$ cat src/rtl/axi_tgen_pkg.sv
// Shared encodings and AXI constants for the burst traffic generator.
package axi_tgen_pkg;

    typedef enum logic [1:0] {W_IDLE, W_ADDR, W_DATA, W_RESP} wr_state_t;
    typedef enum logic [1:0] {R_IDLE, R_ADDR, R_DATA} rd_state_t;

    localparam logic [1:0] BURST_INCR  = 2'b01;
    localparam logic [3:0] CACHE_MOD   = 4'b0011;
    localparam logic [1:0] RESP_OKAY   = 2'b00;

    // Counter widths cover 256-beat bursts times 65535 bursts per frame.
    localparam int BEAT_IDX_W  = 24;
    localparam int BEAT_W      = 8;
    localparam int BURST_CNT_W = 16;

    function automatic logic [2:0] axi_size(input int data_w);
        return 3'($clog2(data_w / 8));
    endfunction

endpackage

$ cat src/rtl/axi_burst_tgen_if.sv
// AXI4 master-side bundle between the traffic generator and its slave.
interface axi_burst_tgen_if #(
    parameter int ADDR_W = 32,
    parameter int DATA_W = 32
);
    logic                  s_axi_awvalid, s_axi_awready;
    logic [ADDR_W-1:0]     s_axi_awaddr;
    logic [7:0]            s_axi_awlen;
    logic [2:0]            s_axi_awsize;
    logic [1:0]            s_axi_awburst;
    logic [3:0]            s_axi_awcache;
    logic                  s_axi_wvalid, s_axi_wready, s_axi_wlast;
    logic [DATA_W-1:0]     s_axi_wdata;
    logic [DATA_W/8-1:0]   s_axi_wstrb;
    logic                  s_axi_bvalid, s_axi_bready;
    logic [1:0]            s_axi_bresp;
    logic                  s_axi_arvalid, s_axi_arready;
    logic [ADDR_W-1:0]     s_axi_araddr;
    logic [7:0]            s_axi_arlen;
    logic [2:0]            s_axi_arsize;
    logic [1:0]            s_axi_arburst;
    logic [3:0]            s_axi_arcache;
    logic                  s_axi_rvalid, s_axi_rready, s_axi_rlast;
    logic [DATA_W-1:0]     s_axi_rdata;
    logic [1:0]            s_axi_rresp;

    modport master (
        output s_axi_awvalid, s_axi_awaddr, s_axi_awlen, s_axi_awsize, s_axi_awburst, s_axi_awcache,
        output s_axi_wvalid, s_axi_wdata, s_axi_wstrb, s_axi_wlast, s_axi_bready,
        output s_axi_arvalid, s_axi_araddr, s_axi_arlen, s_axi_arsize, s_axi_arburst, s_axi_arcache,
        output s_axi_rready,
        input  s_axi_awready, s_axi_wready, s_axi_bvalid, s_axi_bresp,
        input  s_axi_arready, s_axi_rvalid, s_axi_rdata, s_axi_rlast, s_axi_rresp
    );

    modport slave (
        input  s_axi_awvalid, s_axi_awaddr, s_axi_awlen, s_axi_awsize, s_axi_awburst, s_axi_awcache,
        input  s_axi_wvalid, s_axi_wdata, s_axi_wstrb, s_axi_wlast, s_axi_bready,
        input  s_axi_arvalid, s_axi_araddr, s_axi_arlen, s_axi_arsize, s_axi_arburst, s_axi_arcache,
        input  s_axi_rready,
        output s_axi_awready, s_axi_wready, s_axi_bvalid, s_axi_bresp,
        output s_axi_arready, s_axi_rvalid, s_axi_rdata, s_axi_rlast, s_axi_rresp
    );

endinterface

$ cat src/rtl/axi_tgen_addr_gen.sv
// Per-channel burst address, frame-global beat index and burst/beat position tracking.
module axi_tgen_addr_gen
    import axi_tgen_pkg::*;
#(
    parameter int              ADDR_W     = 32,
    parameter int              DATA_W     = 32,
    parameter int              BURST_LEN  = 16,
    parameter int              NUM_BURSTS = 64,
    parameter logic [ADDR_W-1:0] BASE_ADDR = '0
) (
    input  logic              axi_aclk,
    input  logic              axi_aresetn,
    input  logic              clear,
    input  logic              beat_adv,
    input  logic              burst_adv,
    output logic [ADDR_W-1:0] addr,
    output logic [DATA_W-1:0] beat_data,
    output logic              last_beat,
    output logic              last_burst
);

    localparam logic [ADDR_W-1:0] STEP = ADDR_W'(BURST_LEN * (DATA_W / 8));

    logic [BEAT_IDX_W-1:0]  beat_idx;
    logic [BEAT_W-1:0]      beat_in_burst;
    logic [BURST_CNT_W-1:0] burst_cnt;

    // Beat and burst advances may coincide on the read side; clear wins over both.
    always_ff @(posedge axi_aclk or negedge axi_aresetn) begin
        if (!axi_aresetn) begin
            addr          <= BASE_ADDR;
            beat_idx      <= '0;
            beat_in_burst <= '0;
            burst_cnt     <= '0;
        end else if (clear) begin
            addr          <= BASE_ADDR;
            beat_idx      <= '0;
            beat_in_burst <= '0;
            burst_cnt     <= '0;
        end else begin
            if (beat_adv) begin
                beat_idx      <= beat_idx + 1'b1;
                beat_in_burst <= last_beat ? '0 : beat_in_burst + 1'b1;
            end
            if (burst_adv) begin
                addr      <= addr + STEP;
                burst_cnt <= burst_cnt + 1'b1;
            end
        end
    end

    assign last_beat  = (beat_in_burst == BEAT_W'(BURST_LEN - 1));
    assign last_burst = (burst_cnt == BURST_CNT_W'(NUM_BURSTS - 1));
    assign beat_data  = DATA_W'(beat_idx);

endmodule

$ cat src/rtl/axi_burst_tgen.sv
// AXI4 burst traffic generator: writes an incrementing pattern, reads it back and counts errors.
module axi_burst_tgen
    import axi_tgen_pkg::*;
#(
    parameter int              ADDR_W     = 32,
    parameter int              DATA_W     = 32,
    parameter int              BURST_LEN  = 16,
    parameter int              NUM_BURSTS = 64,
    parameter logic [ADDR_W-1:0] BASE_ADDR = '0
) (
    input  logic        axi_aclk,
    input  logic        axi_aresetn,
    input  logic        start_write,
    input  logic        start_read,
    output logic        wr_busy,
    output logic        rd_busy,
    output logic        wr_done,
    output logic        rd_done,
    output logic [15:0] err_cnt,
    axi_burst_tgen_if.master axi
);

    wr_state_t wr_state;
    rd_state_t rd_state;

    logic awvalid, wvalid, bready, arvalid, rready;
    logic [ADDR_W-1:0] w_addr, r_addr;
    logic [DATA_W-1:0] w_data, r_data_exp;
    logic w_last_beat, w_last_burst, r_last_beat, r_last_burst;

    logic w_beat_adv, w_resp_hs, w_burst_adv, w_clear, wr_err;
    logic r_beat_hs, r_end, r_burst_adv, r_clear, rd_err, err_clear;
    logic [16:0] err_sum;

    assign w_beat_adv  = (wr_state == W_DATA) && axi.s_axi_wready;
    assign w_resp_hs   = (wr_state == W_RESP) && axi.s_axi_bvalid;
    assign w_burst_adv = w_resp_hs && !w_last_burst;
    assign w_clear     = w_resp_hs && w_last_burst;
    assign wr_err      = w_resp_hs && (axi.s_axi_bresp != RESP_OKAY);

    assign r_beat_hs   = (rd_state == R_DATA) && axi.s_axi_rvalid;
    assign r_end       = r_beat_hs && r_last_beat;
    assign r_burst_adv = r_end && !r_last_burst;
    assign r_clear     = r_end && r_last_burst;
    assign err_clear   = (rd_state == R_IDLE) && start_read;
    // Burst end is taken from our own beat count; rlast is only checked, never trusted.
    assign rd_err      = r_beat_hs && ((axi.s_axi_rdata != r_data_exp) ||
                                       (axi.s_axi_rresp != RESP_OKAY) ||
                                       (axi.s_axi_rlast != r_last_beat));

    axi_tgen_addr_gen #(
        .ADDR_W(ADDR_W), .DATA_W(DATA_W), .BURST_LEN(BURST_LEN),
        .NUM_BURSTS(NUM_BURSTS), .BASE_ADDR(BASE_ADDR)
    ) u_wr_gen (
        .axi_aclk(axi_aclk), .axi_aresetn(axi_aresetn), .clear(w_clear),
        .beat_adv(w_beat_adv), .burst_adv(w_burst_adv), .addr(w_addr),
        .beat_data(w_data), .last_beat(w_last_beat), .last_burst(w_last_burst)
    );

    axi_tgen_addr_gen #(
        .ADDR_W(ADDR_W), .DATA_W(DATA_W), .BURST_LEN(BURST_LEN),
        .NUM_BURSTS(NUM_BURSTS), .BASE_ADDR(BASE_ADDR)
    ) u_rd_gen (
        .axi_aclk(axi_aclk), .axi_aresetn(axi_aresetn), .clear(r_clear),
        .beat_adv(r_beat_hs), .burst_adv(r_burst_adv), .addr(r_addr),
        .beat_data(r_data_exp), .last_beat(r_last_beat), .last_burst(r_last_burst)
    );

    always_ff @(posedge axi_aclk or negedge axi_aresetn) begin
        if (!axi_aresetn) begin
            wr_state <= W_IDLE;
            awvalid  <= 1'b0;
            wvalid   <= 1'b0;
            bready   <= 1'b0;
            wr_busy  <= 1'b0;
            wr_done  <= 1'b0;
        end else begin
            wr_done <= 1'b0;
            case (wr_state)
                W_IDLE: if (start_write) begin
                    wr_state <= W_ADDR;
                    awvalid  <= 1'b1;
                    wr_busy  <= 1'b1;
                end
                W_ADDR: if (axi.s_axi_awready) begin
                    wr_state <= W_DATA;
                    awvalid  <= 1'b0;
                    wvalid   <= 1'b1;
                end
                W_DATA: if (axi.s_axi_wready && w_last_beat) begin
                    wr_state <= W_RESP;
                    wvalid   <= 1'b0;
                    bready   <= 1'b1;
                end
                W_RESP: if (axi.s_axi_bvalid) begin
                    bready <= 1'b0;
                    if (w_last_burst) begin
                        wr_state <= W_IDLE;
                        wr_done  <= 1'b1;
                        wr_busy  <= 1'b0;
                    end else begin
                        wr_state <= W_ADDR;
                        awvalid  <= 1'b1;
                    end
                end
                default: wr_state <= W_IDLE;
            endcase
        end
    end

    always_ff @(posedge axi_aclk or negedge axi_aresetn) begin
        if (!axi_aresetn) begin
            rd_state <= R_IDLE;
            arvalid  <= 1'b0;
            rready   <= 1'b0;
            rd_busy  <= 1'b0;
            rd_done  <= 1'b0;
        end else begin
            rd_done <= 1'b0;
            case (rd_state)
                R_IDLE: if (start_read) begin
                    rd_state <= R_ADDR;
                    arvalid  <= 1'b1;
                    rd_busy  <= 1'b1;
                end
                R_ADDR: if (axi.s_axi_arready) begin
                    rd_state <= R_DATA;
                    arvalid  <= 1'b0;
                    rready   <= 1'b1;
                end
                R_DATA: if (r_end) begin
                    rready <= 1'b0;
                    if (r_last_burst) begin
                        rd_state <= R_IDLE;
                        rd_done  <= 1'b1;
                        rd_busy  <= 1'b0;
                    end else begin
                        rd_state <= R_ADDR;
                        arvalid  <= 1'b1;
                    end
                end
                default: rd_state <= R_IDLE;
            endcase
        end
    end

    // A write error in the same cycle as a read-start clear still counts.
    assign err_sum = {1'b0, (err_clear ? 16'h0 : err_cnt)} + 17'(wr_err) + 17'(rd_err);

    always_ff @(posedge axi_aclk or negedge axi_aresetn) begin
        if (!axi_aresetn) err_cnt <= '0;
        else              err_cnt <= err_sum[16] ? 16'hFFFF : err_sum[15:0];
    end

    assign axi.s_axi_awvalid = awvalid;
    assign axi.s_axi_awaddr  = w_addr;
    assign axi.s_axi_awlen   = 8'(BURST_LEN - 1);
    assign axi.s_axi_awsize  = axi_size(DATA_W);
    assign axi.s_axi_awburst = BURST_INCR;
    assign axi.s_axi_awcache = CACHE_MOD;
    assign axi.s_axi_wvalid  = wvalid;
    assign axi.s_axi_wdata   = w_data;
    assign axi.s_axi_wstrb   = {(DATA_W/8){wvalid}};
    assign axi.s_axi_wlast   = wvalid && w_last_beat;
    assign axi.s_axi_bready  = bready;
    assign axi.s_axi_arvalid = arvalid;
    assign axi.s_axi_araddr  = r_addr;
    assign axi.s_axi_arlen   = 8'(BURST_LEN - 1);
    assign axi.s_axi_arsize  = axi_size(DATA_W);
    assign axi.s_axi_arburst = BURST_INCR;
    assign axi.s_axi_arcache = CACHE_MOD;
    assign axi.s_axi_rready  = rready;

endmodule

$ cat src/flat_wrapper.sv
// flat-port wrapper written by rule: the top's interface ports become plain ports
module axi_burst_tgen_flat import axi_tgen_pkg::*;
#(
    parameter int              ADDR_W     = 32,
    parameter int              DATA_W     = 32,
    parameter int              BURST_LEN  = 16,
    parameter int              NUM_BURSTS = 64,
    parameter logic [ADDR_W-1:0] BASE_ADDR = '0
)
  (axi_aclk, axi_aresetn, start_write, start_read, wr_busy, rd_busy, wr_done, rd_done, err_cnt, axi_s_axi_awvalid, axi_s_axi_awaddr, axi_s_axi_awlen, axi_s_axi_awsize, axi_s_axi_awburst, axi_s_axi_awcache, axi_s_axi_wvalid, axi_s_axi_wdata, axi_s_axi_wstrb, axi_s_axi_wlast, axi_s_axi_bready, axi_s_axi_arvalid, axi_s_axi_araddr, axi_s_axi_arlen, axi_s_axi_arsize, axi_s_axi_arburst, axi_s_axi_arcache, axi_s_axi_rready, axi_s_axi_awready, axi_s_axi_wready, axi_s_axi_bvalid, axi_s_axi_bresp, axi_s_axi_arready, axi_s_axi_rvalid, axi_s_axi_rdata, axi_s_axi_rlast, axi_s_axi_rresp);
  axi_burst_tgen_if #(.ADDR_W(ADDR_W), .DATA_W(DATA_W)) axi_i ();
  input  logic axi_aclk;
  input  logic axi_aresetn;
  input  logic start_write;
  input  logic start_read;
  output logic wr_busy;
  output logic rd_busy;
  output logic wr_done;
  output logic rd_done;
  output logic [15:0] err_cnt;
  output wire logic [$bits(axi_i.s_axi_awvalid)-1:0] axi_s_axi_awvalid;
  output wire logic [$bits(axi_i.s_axi_awaddr)-1:0] axi_s_axi_awaddr;
  output wire logic [$bits(axi_i.s_axi_awlen)-1:0] axi_s_axi_awlen;
  output wire logic [$bits(axi_i.s_axi_awsize)-1:0] axi_s_axi_awsize;
  output wire logic [$bits(axi_i.s_axi_awburst)-1:0] axi_s_axi_awburst;
  output wire logic [$bits(axi_i.s_axi_awcache)-1:0] axi_s_axi_awcache;
  output wire logic [$bits(axi_i.s_axi_wvalid)-1:0] axi_s_axi_wvalid;
  output wire logic [$bits(axi_i.s_axi_wdata)-1:0] axi_s_axi_wdata;
  output wire logic [$bits(axi_i.s_axi_wstrb)-1:0] axi_s_axi_wstrb;
  output wire logic [$bits(axi_i.s_axi_wlast)-1:0] axi_s_axi_wlast;
  output wire logic [$bits(axi_i.s_axi_bready)-1:0] axi_s_axi_bready;
  output wire logic [$bits(axi_i.s_axi_arvalid)-1:0] axi_s_axi_arvalid;
  output wire logic [$bits(axi_i.s_axi_araddr)-1:0] axi_s_axi_araddr;
  output wire logic [$bits(axi_i.s_axi_arlen)-1:0] axi_s_axi_arlen;
  output wire logic [$bits(axi_i.s_axi_arsize)-1:0] axi_s_axi_arsize;
  output wire logic [$bits(axi_i.s_axi_arburst)-1:0] axi_s_axi_arburst;
  output wire logic [$bits(axi_i.s_axi_arcache)-1:0] axi_s_axi_arcache;
  output wire logic [$bits(axi_i.s_axi_rready)-1:0] axi_s_axi_rready;
  input wire logic [$bits(axi_i.s_axi_awready)-1:0] axi_s_axi_awready;
  input wire logic [$bits(axi_i.s_axi_wready)-1:0] axi_s_axi_wready;
  input wire logic [$bits(axi_i.s_axi_bvalid)-1:0] axi_s_axi_bvalid;
  input wire logic [$bits(axi_i.s_axi_bresp)-1:0] axi_s_axi_bresp;
  input wire logic [$bits(axi_i.s_axi_arready)-1:0] axi_s_axi_arready;
  input wire logic [$bits(axi_i.s_axi_rvalid)-1:0] axi_s_axi_rvalid;
  input wire logic [$bits(axi_i.s_axi_rdata)-1:0] axi_s_axi_rdata;
  input wire logic [$bits(axi_i.s_axi_rlast)-1:0] axi_s_axi_rlast;
  input wire logic [$bits(axi_i.s_axi_rresp)-1:0] axi_s_axi_rresp;
  assign axi_s_axi_awvalid = axi_i.s_axi_awvalid;
  assign axi_s_axi_awaddr = axi_i.s_axi_awaddr;
  assign axi_s_axi_awlen = axi_i.s_axi_awlen;
  assign axi_s_axi_awsize = axi_i.s_axi_awsize;
  assign axi_s_axi_awburst = axi_i.s_axi_awburst;
  assign axi_s_axi_awcache = axi_i.s_axi_awcache;
  assign axi_s_axi_wvalid = axi_i.s_axi_wvalid;
  assign axi_s_axi_wdata = axi_i.s_axi_wdata;
  assign axi_s_axi_wstrb = axi_i.s_axi_wstrb;
  assign axi_s_axi_wlast = axi_i.s_axi_wlast;
  assign axi_s_axi_bready = axi_i.s_axi_bready;
  assign axi_s_axi_arvalid = axi_i.s_axi_arvalid;
  assign axi_s_axi_araddr = axi_i.s_axi_araddr;
  assign axi_s_axi_arlen = axi_i.s_axi_arlen;
  assign axi_s_axi_arsize = axi_i.s_axi_arsize;
  assign axi_s_axi_arburst = axi_i.s_axi_arburst;
  assign axi_s_axi_arcache = axi_i.s_axi_arcache;
  assign axi_s_axi_rready = axi_i.s_axi_rready;
  assign axi_i.s_axi_awready = axi_s_axi_awready;
  assign axi_i.s_axi_wready = axi_s_axi_wready;
  assign axi_i.s_axi_bvalid = axi_s_axi_bvalid;
  assign axi_i.s_axi_bresp = axi_s_axi_bresp;
  assign axi_i.s_axi_arready = axi_s_axi_arready;
  assign axi_i.s_axi_rvalid = axi_s_axi_rvalid;
  assign axi_i.s_axi_rdata = axi_s_axi_rdata;
  assign axi_i.s_axi_rlast = axi_s_axi_rlast;
  assign axi_i.s_axi_rresp = axi_s_axi_rresp;
  axi_burst_tgen #(.ADDR_W(ADDR_W), .DATA_W(DATA_W), .BURST_LEN(BURST_LEN), .NUM_BURSTS(NUM_BURSTS), .BASE_ADDR(BASE_ADDR)) u_core (.axi_aclk(axi_aclk), .axi_aresetn(axi_aresetn), .start_write(start_write), .start_read(start_read), .wr_busy(wr_busy), .rd_busy(rd_busy), .wr_done(wr_done), .rd_done(rd_done), .err_cnt(err_cnt), .axi(axi_i));
endmodule
$ cat config.mk
export PLATFORM = sky130hd
export DESIGN_NAME = axi_burst_tgen_flat
export DESIGN_NICKNAME = d
export VERILOG_FILES = /design/src/rtl/axi_tgen_pkg.sv /design/src/rtl/axi_burst_tgen_if.sv /design/src/rtl/axi_tgen_addr_gen.sv /design/src/rtl/axi_burst_tgen.sv /design/src/flat_wrapper.sv
export SDC_FILE = /design/constraint.sdc
export NUM_CORES = 1
export LEC_CHECK = 0
export CAP_MARGIN = 0
export CORE_ASPECT_RATIO = 0.8
export CORE_MARGIN = 8
export CORE_UTILIZATION = 53
export CTS_BUF_LIST = sky130_fd_sc_hd__clkbuf_8
export DETAILED_ROUTE_END_ITERATION = 16
export PLACE_DENSITY = 0.81
export REMOVE_ABC_BUFFERS = 1
export SLEW_MARGIN = 20
export SYNTH_ARGS = -nofsm -noshare
export SYNTH_HDL_FRONTEND = slang
export SYNTH_SLANG_ARGS = --single-unit
$ cat constraint.sdc
create_clock -name axi_aclk -period 3.9 [get_ports axi_aclk]
set_clock_uncertainty 0.05 [all_clocks]
set_input_delay 1.17 -clock axi_aclk [delete_from_list [all_inputs] [get_ports axi_aclk]]
set_output_delay 1.17 -clock axi_aclk [all_outputs]
set_load 0.01 [all_outputs]
== Word level (Yosys, flattened, before mapping) ==
Cells that the tools add are included.
Cells by class
  $add $sub $neg: 10
  $mul: 0
  div/mod/pow operators: 0
  order comparisons: 0
  equal/unequal tests: 22
  shift-type cells: 0
  multiplexer cells: 62
  bitwise gates (word level): 0
  reductions and logical operators: 41
Operator list (count)
  $mux W32: 4
  $mux W16: 6
  $mux W24: 4
  $add A32 B7 Y32 const B: 2
  $add A24 B1 Y24 const B: 2
  $mux W8: 6
  $add A16 B1 Y16 const B: 2
  $eq A16 B6 Y1 const B: 2
  $ne A32 B24 Y1: 1
  $mux W1: 26
  $reduce_bool A2 Y1: 11
  $add A16 B1 Y17: 1
  $add A17 B1 Y17: 1
  $add A8 B1 Y8 const B: 2
  $eq A8 B4 Y1 const B: 2
  $ne A2 B2 Y1 const B: 8
  $mux W2: 7
  $logic_and A1 B1 Y1: 13
  $reduce_and A3 Y1: 4
  $reduce_and A4 Y1: 3
  $pmux W1 S2: 5
  $reduce_and A5 Y1: 2
  $pmux W2 S4: 1
  $eq A2 B2 Y1 const B: 3
  other kinds (9): 17
Word-level totals
  register bits: 189
  latch bits: 0
  memory bits (writable): 0
  memory bits (read-only): 0
  bits of input ports: 46
  output and inout port bits: 160
  word-level logic and storage cells: 155
  memories: 0

== Longest topological paths before layout ==
  word-level depth: 6
  depth in mapped cells: 12
  depth with buffers taken out: 12

== By module ==
Synthesis repeated with hierarchy kept, for this count alone.
Second synthesis, totals
  cells, all modules: 1076
  area, all modules: 10023.4 um2
By module, submodules not included
  axi_tgen_addr_gen (u_core.u_wr_gen): times used 1, cells an instance 415, area each 3898.7 um2, sequential area each 1851.8 um2
  axi_tgen_addr_gen (u_core.u_rd_gen): times used 1, cells an instance 413, area each 3873.7 um2, sequential area each 1851.8 um2
  axi_burst_tgen: times used 1, cells an instance 248, area each 2250.9 um2, sequential area each 725.7 um2

== Least setup slack after synthesis ==
No wires, ideal clock.
  path type: input -> register
  from: input port axi_s_axi_rvalid
  to: register u_core.err_cnt[3]
  library setup time: 143 ps
  data arrival time: 3352 ps
  data required time: 3707 ps
  setup slack: 356 ps
  stages on the path: 11
  buffers on the path: 3
  cells stage by stage: nand3b_1 > clkbuf_1 > clkbuf_1 > a31oi_1 > fa_1 > ha_1 > nand3_1 > nor2_1 > nand3_1 > clkbuf_1 > o21ai_0
On the way
  longest elaborated chain between the ends: 4
RTL lines
  start: declaration: line flat_wrapper.sv:44  | input wire logic [$bits(axi_i.s_axi_rvalid)-1:0] axi_s_axi_rvalid;
  $logic_and A1 B1 Y1: line axi_burst_tgen.sv:41  | assign r_beat_hs = (rd_state == R_DATA) && axi.s_axi_rvalid;
  $logic_and A1 B1 Y1: line axi_burst_tgen.sv:47  | assign rd_err = r_beat_hs && ((axi.s_axi_rdata != r_data_exp) ||
  $add A17 B1 Y17: line axi_burst_tgen.sv:148  | assign err_sum = {1'b0, (err_clear ? 16'h0 : err_cnt)} + 17'(wr_err) + 17'(rd_err);
  $mux W16: line axi_burst_tgen.sv:152  | else err_cnt <= err_sum[16] ? 16'hFFFF : err_sum[15:0];
  end signal: assignment: line axi_burst_tgen.sv:152
  end: declaration: line axi_burst_tgen.sv:19  | output logic [15:0] err_cnt,
No other way between the ends.
A chain may end at the register's enable or synchronous reset.

== Final worst setup path ==
  from: input port axi_s_axi_rdata[7]
  to: register u_core.err_cnt[11]
On the way
  longest elaborated chain between the ends: 6
RTL lines
  start: declaration: line flat_wrapper.sv:45  | input wire logic [$bits(axi_i.s_axi_rdata)-1:0] axi_s_axi_rdata;
  $ne A32 B24 Y1: line axi_burst_tgen.sv:47
  $logic_or A1 B1 Y1: line axi_burst_tgen.sv:47
  $logic_or A1 B1 Y1: line axi_burst_tgen.sv:48  | (axi.s_axi_rresp != RESP_OKAY) ||
  $logic_and A1 B1 Y1: line axi_burst_tgen.sv:47
  $add A17 B1 Y17: line axi_burst_tgen.sv:148
  $mux W16: line axi_burst_tgen.sv:152
No other way between the ends.

==> metrics list <==
- Synth cell types: 55
- 206 I/O pins were placed.
* Register clock-pin slew on the reported worst setup and hold paths: 0.09 ns
- Global placement routability congestion: 0.8193
- The clock period could shrink to 3.548 ns.
- Averaged over all synthesized cells, the footprint is 9.483 um2.
* First-iteration detailed-routing DRC count: 518
- In this run, synthesis produced a sequential element count of 177.
- Leaving out filler cells and counting taps, the final layout contains 1384.
- FFs w/ async S/R, synth: 1.000
* Final global-route overflow total: 0
* Standard cell area after detailed placement: 0.01100 mm2
- Entering global routing, the biggest net connects 67 pins.
* Wire length of the first global-routing pass: 35910 um
- For this run, the slowest stage of the critical path takes 0.49 ns.
- Area of the mapped netlist: 0.009369 mm2
* Number of endpoints failing setup at the final stage: 0
* ANT nets after route: 0
* Fraction of layout cells with a size suffix above 1: 0.06126
* Avg Vias per Cell: 5.368
* Worst Path Max Fanout: 8
- The critical path goes through clkdlybuf4s50_1 > xnor2_1 > nand4_1 > nor4_1 > a31oi_1 > fa_1 > ha_1 > nand3_1 > nor2_1 > nand3_1 > buf_4 > o21ai_0.
- Clock Sinks: 177
* Final design area excluding fillers: 0.01146 mm2
* Ranking of synthesized cells by area: sky130_fd_sc_hd__dfrtp_1, sky130_fd_sc_hd__xnor2_1, sky130_fd_sc_hd__xor2_1
* Fraction of the yosys area taken by sequential cells: 0.4728
- Die boundary height: 134.9 um
* Crit Reg-Reg Endpoint: u_core.err_cnt[12]$_DFF_PN0_
* Number of placement rows: 43
- Die X: 164.7 um
* DRC: 0
* Required time worst endpoint: 4.18 ns
* Clock latency of the later-clocked register in the worst-skew pair: 0.45 ns
- Clock buffer count from CTS: 17
- Layout area overhead: 22.37%
- The wire-length estimate of the detail-placed layout is 15810 um.
- Fraction of synthesized cell area taken by the top area cell type: 0.4728
- Hold buffers post-CTS: 0
* Die area: 0.02221 mm2
* Starting Density: 0.5408
- Multi-input gate area in the final layout: 0.004511 mm2
* Buffers from clock root to sink, at most: 2
* Slew HR: 0.5059
* Power density of the placed cells: 395.9 mW/mm2
* Kind of critical path: in -> reg
- Worst Min Path Start: u_core.u_rd_gen.beat_in_burst[7]$_DFFE_PN0P_
- The floorplan step defined a core boundary enclosing 0.01732 mm2.
- Instance count of the mapped netlist: 988
- Cell depth of the worst min-delay path: 1
* Path category of the worst min-delay check: reg -> reg
* Main synth FF type: sky130_fd_sc_hd__dfrtp_1
- In this design, the critical path's most frequently occurring cell is sky130_fd_sc_hd__nand3_1.
- Of the available clock period, the critical path in the final layout requires 0.9098.
- Kind of start point of the critical path: primary input
- The number of cells on the worst reg-to-reg path is 11.
- Once placement completed, the tool counted placed cells totaling 1352.
- Arrival time at the worst endpoint: 3.83 ns
- TritonCTS clock tree: yes
* Buffers inserted by post-CTS timing repair: 0
- Final critical-path setup slack: 0.3518 ns
- The flow ran to the end, and the final reports show no timing, DRC or antenna violations.
- Number of iterations in the first detailed-routing pass: 5
* DP Worst Slack: -0.08551 ns
* Fillcell total: 1387
- The final route contains 7430 vias.
- The max-slew violation count is 0.
- CTS Root Cell: sky130_fd_sc_hd__clkbuf_8
* R2R Path Start: u_core.u_rd_gen.beat_in_burst[4]$_DFFE_PN0P_
* Total Routing Usage GR: 0.1940
- The number of antenna violations at the first check in global routing came to 0.
* # diodes: 0
- The slowest stage of the critical path belongs to the cell sky130_fd_sc_hd__fa_1.
- The setup check on the worst reg-to-reg path leaves a slack of 0.38 ns.
- The path with the worst hold slack has its endpoint at u_core.u_rd_gen.beat_in_burst[7]$_DFFE_PN0P_.
- Actual transition at the worst max-transition pin: 0.7385 ns
- Input/output buffers: 151
- The worst-case IR drop observed on VDD is 0.2761 mV.
* Endpoint type of the worst setup path: register
- The critical path starts at axi_s_axi_rdata[7].
- Via count of the first global-routing pass: 7146
* RSZ-0062 raised after global routing: no
* Aggregate routed wire length: 21360 um
- Reported leakage power: 5.082 nW
- The synthesized design contains 0 enable-type register cells.
* Number of levels the H-tree was split into: 4
- Static timing analysis puts the maximum clock frequency at 0.2818 GHz.
* Final number of hold-violating endpoints: 0
- Nets: 1206
- Of all cell types, the one taking the most synthesized area is sky130_fd_sc_hd__dfrtp_1.
- The Yosys step of the flow raised 0 warnings.
- Post-cts resize count: 0
- Max-cap violations in this run came to 0.
- In the final layout, flip-flops and latches occupy 0.004429 mm2.
- Routed wirelength normalized by instance count: 15.43 um
==> cells in the final DEF, fill, tap and decap left out, drive strengths merged, types with 2 or more instances in the layout <==
master	instances
a211oi	2
a21o	2
a21oi	20
a22o	2
a31o	3
a31oi	5
and2	10
and3	24
and4	13
buf	24
bufinv	5
clkbuf	17
clkdlybuf4s50	150
clkinv	4
conb	54
dfrtp	177
ha	13
inv	24
mux2i	6
nand2	82
nand2b	8
nand3	65
nand3b	2
nand4	50
nor2	127
nor2b	4
nor3	24
nor4	16
nor4b	2
o21ai	47
o22ai	3
o31ai	4
or2	3
or3	7
or4	2
xnor2	74
xor2	71
==> cell usage after synthesis (all sizes together), types with 4 or more instances <==
library cell / count
xnor2: 74
mux2i: 6
dfrtp: 177
ha: 13
buf: 66
or3: 7
o21ai: 47
nand2: 82
xor2: 71
o31ai: 4
and3: 24
a21oi: 20
nor2b: 4
nand4: 50
nand2b: 8
nand3: 65
clkbuf: 21
inv: 19
and4: 13
nor4: 16
a31oi: 5
and2: 10
nor3: 24
nor2: 127
==> how the worst max path moves through the flow <==
stage | cells past startpoint | endpoint
after floorplan | 5 | u_core.u_rd_gen.beat_idx[0]$_DFFE_PN0P_
after global routing | 11 | u_core.err_cnt[12]$_DFF_PN0_
after detailed placement | 13 | u_core.err_cnt[12]$_DFF_PN0_
after CTS | 11 | u_core.err_cnt[12]$_DFF_PN0_
after global placement | 12 | u_core.err_cnt[12]$_DFF_PN0_
final | 12 | u_core.err_cnt[11]$_DFF_PN0_
==> sequential cells by signal (all words and copies together) (netlist names), 2 cells and up <==
name / cells
u_core.err_cnt: 16
u_core.rd_state: 2
u_core.u_rd_gen.addr: 26
u_core.u_rd_gen.beat_idx: 24
u_core.u_rd_gen.beat_in_burst: 8
u_core.u_rd_gen.burst_cnt: 16
u_core.u_wr_gen.addr: 26
u_core.u_wr_gen.beat_idx: 24
u_core.u_wr_gen.beat_in_burst: 8
u_core.u_wr_gen.burst_cnt: 16
u_core.wr_state: 2
==> through the flow <==
step	utilization	TNS [ns]	hold WS (ns)	power, mW
floorplan	-	0	0.3873	2.694
global placement	0.6351	0	0.4112	3.072
detailed placement	0.6351	-0.9754	0.4054	3.109
CTS	0.6618	0	0.4215	4.575
global route	0.6618	0	0.4523	4.782
finish	0.6618	0	0.4233	4.539
==> report_power, final <==
group	leakage [nW]	total [mW]	switching, mW	internal, mW
sequential	2.39	2.20	0.207	2.00
clock	0.233	1.47	0.694	0.773
combinational	2.46	0.868	0.463	0.405
total	5.08	4.54	1.36	3.17
==> routing by layer <==
| metal | global-route usage | vias to the layer above | part of all wire |
|---|---|---|---|
| li1 | - | 3598 | - |
| met1 | 0.2701 | 3584 | 0.46 |
| met2 | 0.3036 | 237 | 0.46 |
| met3 | 0.04655 | 11 | 0.073 |
| met4 | 0.03846 | 0 | 0.0048 |
| met5 | 0 | - | 0 |
==> layout make-up <==
type                            instances  area share
Tap cell                              225     0.02456
Inverter                               19    0.006221
Sequential cell                       177      0.3863
Multi-Input combinational cell        757      0.3934
Clock inverter                         15     0.01986
Clock buffer                           17     0.02041
Timing Repair Buffer                  174      0.1492
==> cell families after synthesis <==
kind of cell | Yosys count | share of synthesized area
compound gates | 95 | 0.05836
fa+ha+maj | 14 | 0.01950
mux | 7 | 0.007612
simple gates | 442 | 0.2386
other cells | 2 | 0.0008016
flops | 177 | 0.4728
buf+inv | 106 | 0.06677
xor+xnor | 145 | 0.1356
==> critical path, delay by kind of cell <==
family	cells	cell delay, ns
AOI/OAI and AO/OA	2	0.28
adders and majority gates	2	0.70
and+or+nand+nor	5	0.81
xor gates and xnor gates	1	0.25
buffers and inverters	2	0.60
No activity file was read; power rests on OpenSTA's default activity.
